File: config.mk
export PLATFORM = sky130hd
export DESIGN_NAME = rojobot_nav_ctl
export DESIGN_NICKNAME = d
export VERILOG_FILES = /design/src/rtl/rojobot_nav_ctl.sv
export SDC_FILE = /design/constraint.sdc
export NUM_CORES = 1
export LEC_CHECK = 0
export BUFFER_PORTS_ARGS = -buffer_cell sky130_fd_sc_hd__clkbuf_2
export CORE_MARGIN = 4
export CORE_UTILIZATION = 50
export CTS_CLUSTER_DIAMETER = 150
export DETAILED_ROUTE_END_ITERATION = 8
export PLACE_DENSITY_LB_ADDON = 0.25
export SLEW_MARGIN = 20
export SYNTH_ARGS = -nofsm -noshare
export SYNTH_HDL_FRONTEND = slang
export SYNTH_SLANG_ARGS = --single-unit
File: constraint.sdc
create_clock -name clk -period 2.8 [get_ports clk]
set_input_delay 0.42 -clock clk [delete_from_list [all_inputs] [get_ports clk]]
set_output_delay 0.42 -clock clk [all_outputs]
set_load 0.01 [all_outputs]
File: src/rtl/rojobot_nav_ctl.sv
// rojobot_nav_ctl
//   Line-following navigation controller for the Rojobot external-world
//   interface. Every toggle of the PicoBlaze update flag is one update event.
//   On each event the controller evaluates the sensor register, runs the
//   follow/search/obstacle state machine and drives the motor control
//   register. A watchdog halts the bot if update events stop arriving.
//
// Ports
//   clk         system clock
//   reset       synchronous, active-high reset
//   enable      run request; low forces IDLE
//   upd_sysregs update flag, each edge is one update event
//   Sensors     [0] right, [1] center, [2] left line (0 = line present);
//               [3] right, [4] left proximity (1 = object); [7:5] unused
//   MotCtl      registered {lm_spd[2:0], lm_dir, rm_spd[2:0], rm_dir}
//   nav_state   IDLE=0 FOLLOW=1 SEARCH=2 OBSTACLE=3 HALT=4
//   wd_err      sticky watchdog expiry flag
//   lost        sticky search-exhausted flag
//   upd_cnt     update events seen since reset (wraps)
module rojobot_nav_ctl #(
    parameter logic [2:0]  FWD_SPD      = 3'd4,
    parameter logic [2:0]  TURN_SPD     = 3'd2,
    parameter int          LOST_LIMIT   = 4,
    parameter int          SEARCH_LIMIT = 32,
    parameter logic [23:0] WD_CYCLES    = 24'd5_000_000
) (
    input  logic       clk,
    input  logic       reset,
    input  logic       enable,
    input  logic       upd_sysregs,
    input  logic [7:0] Sensors,
    output logic [7:0] MotCtl,
    output logic [2:0] nav_state,
    output logic       wd_err,
    output logic       lost,
    output logic [7:0] upd_cnt
);

    typedef enum logic [2:0] {
        S_IDLE     = 3'd0,
        S_FOLLOW   = 3'd1,
        S_SEARCH   = 3'd2,
        S_OBSTACLE = 3'd3,
        S_HALT     = 3'd4
    } state_t;

    localparam logic [7:0]  DRV_FWD    = {FWD_SPD, 1'b1, FWD_SPD, 1'b1};
    localparam logic [7:0]  DRV_VEER_L = {TURN_SPD, 1'b1, FWD_SPD, 1'b1};
    localparam logic [7:0]  DRV_VEER_R = {FWD_SPD, 1'b1, TURN_SPD, 1'b1};
    localparam logic [7:0]  DRV_SPIN   = {TURN_SPD, 1'b1, TURN_SPD, 1'b0};
    localparam logic [7:0]  DRV_STOP   = 8'h00;
    localparam logic [7:0]  LOST_LIM   = 8'(LOST_LIMIT);
    localparam logic [7:0]  SEARCH_LIM = 8'(SEARCH_LIMIT);
    localparam logic [23:0] WD_LAST    = WD_CYCLES - 24'd1;

    // Returns {line_found, drive_code}; center beats left beats right.
    function automatic logic [8:0] line_decode(input logic [2:0] lcr);
        logic [8:0] res;
        res = {1'b0, DRV_STOP};
        if (!lcr[1])      res = {1'b1, DRV_FWD};
        else if (!lcr[2]) res = {1'b1, DRV_VEER_L};
        else if (!lcr[0]) res = {1'b1, DRV_VEER_R};
        return res;
    endfunction

    state_t      state_q, state_n;
    logic [7:0]  mot_q, mot_n;
    logic [7:0]  lost_cnt_q, lost_cnt_n;
    logic [7:0]  search_cnt_q, search_cnt_n;
    logic [23:0] wd_cnt_q, wd_cnt_n;
    logic        wd_err_q, wd_err_n;
    logic        lost_q, lost_n;
    logic [7:0]  upd_cnt_q, upd_cnt_n;
    logic        upd_q;

    logic        upd_evt;
    logic        obstacle;
    logic        line_found;
    logic [7:0]  line_code;
    logic [7:0]  lost_inc;
    logic [7:0]  search_inc;
    logic        sensors_unused;

    assign upd_evt                 = upd_sysregs ^ upd_q;
    assign obstacle                = Sensors[4] | Sensors[3];
    assign {line_found, line_code} = line_decode(Sensors[2:0]);
    assign lost_inc                = lost_cnt_q + 8'd1;
    assign search_inc              = search_cnt_q + 8'd1;
    // Upper sensor bits carry nothing this controller uses.
    assign sensors_unused          = ^Sensors[7:5];

    always_comb begin
        state_n      = state_q;
        mot_n        = mot_q;
        lost_cnt_n   = lost_cnt_q;
        search_cnt_n = search_cnt_q;
        wd_cnt_n     = wd_cnt_q;
        wd_err_n     = wd_err_q;
        lost_n       = lost_q;
        upd_cnt_n    = upd_cnt_q + {7'd0, upd_evt};

        case (state_q)
            S_IDLE: begin
                mot_n = DRV_STOP;
                if (enable) begin
                    state_n      = S_FOLLOW;
                    lost_cnt_n   = '0;
                    search_cnt_n = '0;
                    wd_cnt_n     = '0;
                    wd_err_n     = 1'b0;
                    lost_n       = 1'b0;
                end
            end
            S_FOLLOW, S_SEARCH, S_OBSTACLE: begin
                if (upd_evt) begin
                    // An update on the expiry cycle wins over the watchdog.
                    wd_cnt_n = '0;
                    if (obstacle) begin
                        state_n = S_OBSTACLE;
                        mot_n   = DRV_STOP;
                    end else if (line_found) begin
                        state_n    = S_FOLLOW;
                        mot_n      = line_code;
                        lost_cnt_n = '0;
                    end else if (state_q == S_SEARCH) begin
                        search_cnt_n = search_inc;
                        if (search_inc == SEARCH_LIM) begin
                            state_n = S_HALT;
                            lost_n  = 1'b1;
                            mot_n   = DRV_STOP;
                        end
                    end else begin
                        // FOLLOW, or an obstacle just cleared with no line
                        // in view: keep the current drive and count the miss.
                        state_n    = S_FOLLOW;
                        lost_cnt_n = lost_inc;
                        if (lost_inc == LOST_LIM) begin
                            state_n      = S_SEARCH;
                            mot_n        = DRV_SPIN;
                            search_cnt_n = '0;
                            lost_cnt_n   = '0;
                        end
                    end
                end else if (wd_cnt_q == WD_LAST) begin
                    state_n  = S_HALT;
                    wd_err_n = 1'b1;
                    mot_n    = DRV_STOP;
                    wd_cnt_n = '0;
                end else begin
                    wd_cnt_n = wd_cnt_q + 24'd1;
                end
            end
            S_HALT: begin
                mot_n = DRV_STOP;
            end
            default: begin
                state_n = S_IDLE;
                mot_n   = DRV_STOP;
            end
        endcase

        // Dropping enable beats any update; the event is still counted.
        if (!enable) begin
            state_n = S_IDLE;
            mot_n   = DRV_STOP;
        end
    end

    always_ff @(posedge clk) begin
        // Follows the flag during reset too, so release sees no false event.
        upd_q <= upd_sysregs;
        if (reset) begin
            state_q      <= S_IDLE;
            mot_q        <= DRV_STOP;
            lost_cnt_q   <= '0;
            search_cnt_q <= '0;
            wd_cnt_q     <= '0;
            wd_err_q     <= 1'b0;
            lost_q       <= 1'b0;
            upd_cnt_q    <= '0;
        end else begin
            state_q      <= state_n;
            mot_q        <= mot_n;
            lost_cnt_q   <= lost_cnt_n;
            search_cnt_q <= search_cnt_n;
            wd_cnt_q     <= wd_cnt_n;
            wd_err_q     <= wd_err_n;
            lost_q       <= lost_n;
            upd_cnt_q    <= upd_cnt_n;
        end
    end

    assign MotCtl    = mot_q;
    assign nav_state = state_q;
    assign wd_err    = wd_err_q;
    assign lost      = lost_q;
    assign upd_cnt   = upd_cnt_q;

endmodule

==> out/qor.txt <==
CTS tree -> built
Dominant cells by area after synthesis -> dfxtp_1, nor2_1, xor2_1
RSZ-0062 raised after global routing -> no
Hold/Removal Path Class -> in -> reg
Clk pin slew, worst setup/hold paths -> 0.06 ns
Drc violations -> 0
DIE AREA -> 7220 um2
Crit path cell chain -> ha_1 -> or4b_4 -> nor4_4 -> nand2_1 -> a221o_1 -> or3_4 -> a21oi_2
Mapped Cells -> 361
Die Width -> 84.9 um
H-tree lvl count -> 3
Setup TNS -> 0 ns
CP peak stage delay -> 0.49 ns
Placer Congestion -> 0.855
First-pass GRT wire length -> 10.8 mm
Num CTS Buffers -> 9
Max-Slew Margin vs Limit -> 0.515
CP max FO -> 10
Status -> completed
Uppermost layer routed -> met4
Total placed instance area -> 3190 um2
Port Buf Inserts -> 27
Largest area contributor in the netlist -> dfxtp_1
Total grt overflow -> 0
Starting density of the core -> 0.528
Initial DRC count -> 188
Ports -> 33
First-pass DRT Iterations -> 4
Lkg Pwr -> 0.00123 uW
Mapped Area -> 2960 um2
Highest clock rate -> 411 MHz
Die height -> 84.9 um
Layout area overhead -> 13.4%
Rows -> 27
Clk_lat worst skew -> 0.33 ns
Worst Hold Slack -> 0.217 ns
CP required -> 3.07 ns
Cell family with most CP delay -> simple AND/OR/NAND/NOR gates
Final Hold Vio Count -> 0
Worst path slowest cell -> or4b_4
Synth top area share -> 0.406
Vias in the first global route -> 2390
Critical Path End Type -> register
WS Path Type -> reg -> reg
Maximum capacitance violations -> 0
Worst Path Arrival -> 2.70 ns
Total global-route track usage -> 0.183
Total wire length -> 6.12 mm
Final net count -> 413
Root buffer cell -> clkbuf_8
Max-slew violations -> 0
Met3 WL -> 368 um
Sink Count -> 60
Post-DP HPWL -> 4.44 mm
Fin crit period -> 2.44 ns
Setup ws final -> 0.364 ns
Post-synthesis sequential area ratio -> 0.406
CP Buf/Inv Count -> 0
Setup Viol. Count Final -> 0
Predominant post-synthesis flop cell -> dfxtp_1
Clk buf depth -> 2
Asr flop ratio synth -> 0
Vias per cell -> 5.46
Post-CTS resize count -> 0
Worst slack, placed -> 0.359 ns
Antenna Nets Post-Route -> 0
Clock Skews -> 0.00908 ns
Number of hold buffers added after CTS -> 0
Post-CTS setup buffer count -> 0
Largest net degree at the start of global routing -> 30
Final Cell Area -> 3360 um2
Initial antenna violation count -> 0
WL per Instance -> 13.0 um
Layout cells sized above 1 -> 0.163
Power density cells -> 493 nW/um2
Cell with the most instances after synthesis -> dfxtp_1
Ant diodes -> 0
Distinct cell type count after synthesis -> 50
Synth top cells by count -> dfxtp_1, nor2_1, nand2_1, nand3_1, a21oi_1
Peak supply drop -> 0.312 mV
Post-synth EDFFs -> 0
Vias -> 2577
WL met1 -> 3.19 mm
Startpoint types -> register
Worst-margin pin slew -> 0.721 ns
Yosys warnings -> 0
Core Area -> 5610 um2
#FFs+latches synth -> 60
Metal2 WL -> 2.49 mm
Core Util, Final -> 0.599
Final period util -> 0.870
Mean area per synthesized cell -> 8.20 um2
==> layout make-up <==
| type | count | area [um2] |
|---|---|---|
| sequential | 60 | 1200 |
| multi-input combinational | 283 | 1680 |
| timing repair buffer | 36 | 203 |
| tap | 72 | 90.1 |
| clock buffer | 11 | 141 |
| fill | 521 | 2250 |
| inverter | 5 | 18.8 |
| clock inverter | 5 | 27.5 |
==> stage by stage <==
step	instances	total power, uW
2_1_floorplan	362	967
3_3_place_gp	456	1010
3_5_place_dp	456	1010
4_1_cts	472	1670
5_1_grt	472	1740
6_report	472	1660
==> power breakdown <==
group	internal, uW	switching, uW	total [uW]	leakage (uW)
Combinational	40.5	75.2	116	0.000662
Clock	339	330	669	0.0000889
Sequential	862	9.84	872	0.000484
Total	1240	415	1660	0.00123
==> cell families after synthesis <==
logic type / after synthesis / share of synthesized area
and+or+nand+nor: 181 / 0.319
AOI/OAI and AO/OA: 64 / 0.130
DFF: 60 / 0.406
xor gates and xnor gates: 29 / 0.0858
buffers and inverters: 19 / 0.0296
adders and majority gates: 6 / 0.0254
other: 1 / 0.00127
muxes: 1 / 0.00338
==> flip-flops by register name, indices dropped and copies added, names as in the netlist <==
| register | cells |
|---|---|
| wd_cnt_q | 24 |
| lost_cnt_q | 8 |
| search_cnt_q | 8 |
| upd_cnt | 8 |
| MotCtl | 6 |
| nav_state | 3 |
| lost | 1 |
| upd_q | 1 |
| wd_err | 1 |
==> layout by cell type, fill, tap and decap left out, types with 3 or more instances in the layout <==
master,netlist,routed
and2_1,3,3
nand2b_1,4,4
nand3_1,23,23
nand4_1,6,6
nor2b_1,5,5
nor4_1,3,3
nor2_1,52,52
nor3_1,11,11
o21ai_0,18,18
buf_4,2,9
inv_1,5,5
or3b_2,4,4
a21oi_1,21,21
ha_1,6,6
or2_2,3,3
o22ai_1,3,3
xor2_1,20,20
and3_1,10,10
clkbuf_2,0,27
dfxtp_1,60,60
a31oi_1,6,6
nor4b_1,4,4
clkbuf_8,0,10
or3_1,5,5
clkinv_2,0,4
nand2_1,37,37
xnor2_1,9,9
==> routing by layer <==
layer	up-vias	global-route usage
met1	1179	0.259
met4	0	0.0647
met5	-	0
met3	6	0.0553
met2	57	0.261
li1	1335	-
==> path summary, 6_finish.rpt <==
path	startpoint	cells after the start	slack (ns)	end
worst max-delay path	lost_cnt_q[0]	7	0.36	search_cnt_q[6]
worst min-delay path	upd_sysregs	1	0.22	upd_q
worst max register to register	lost_cnt_q[0]	7	0.36	search_cnt_q[6]
worst min register to register	MotCtl[2]	2	0.46	MotCtl[2]
(Power assumes the default switching activity.)
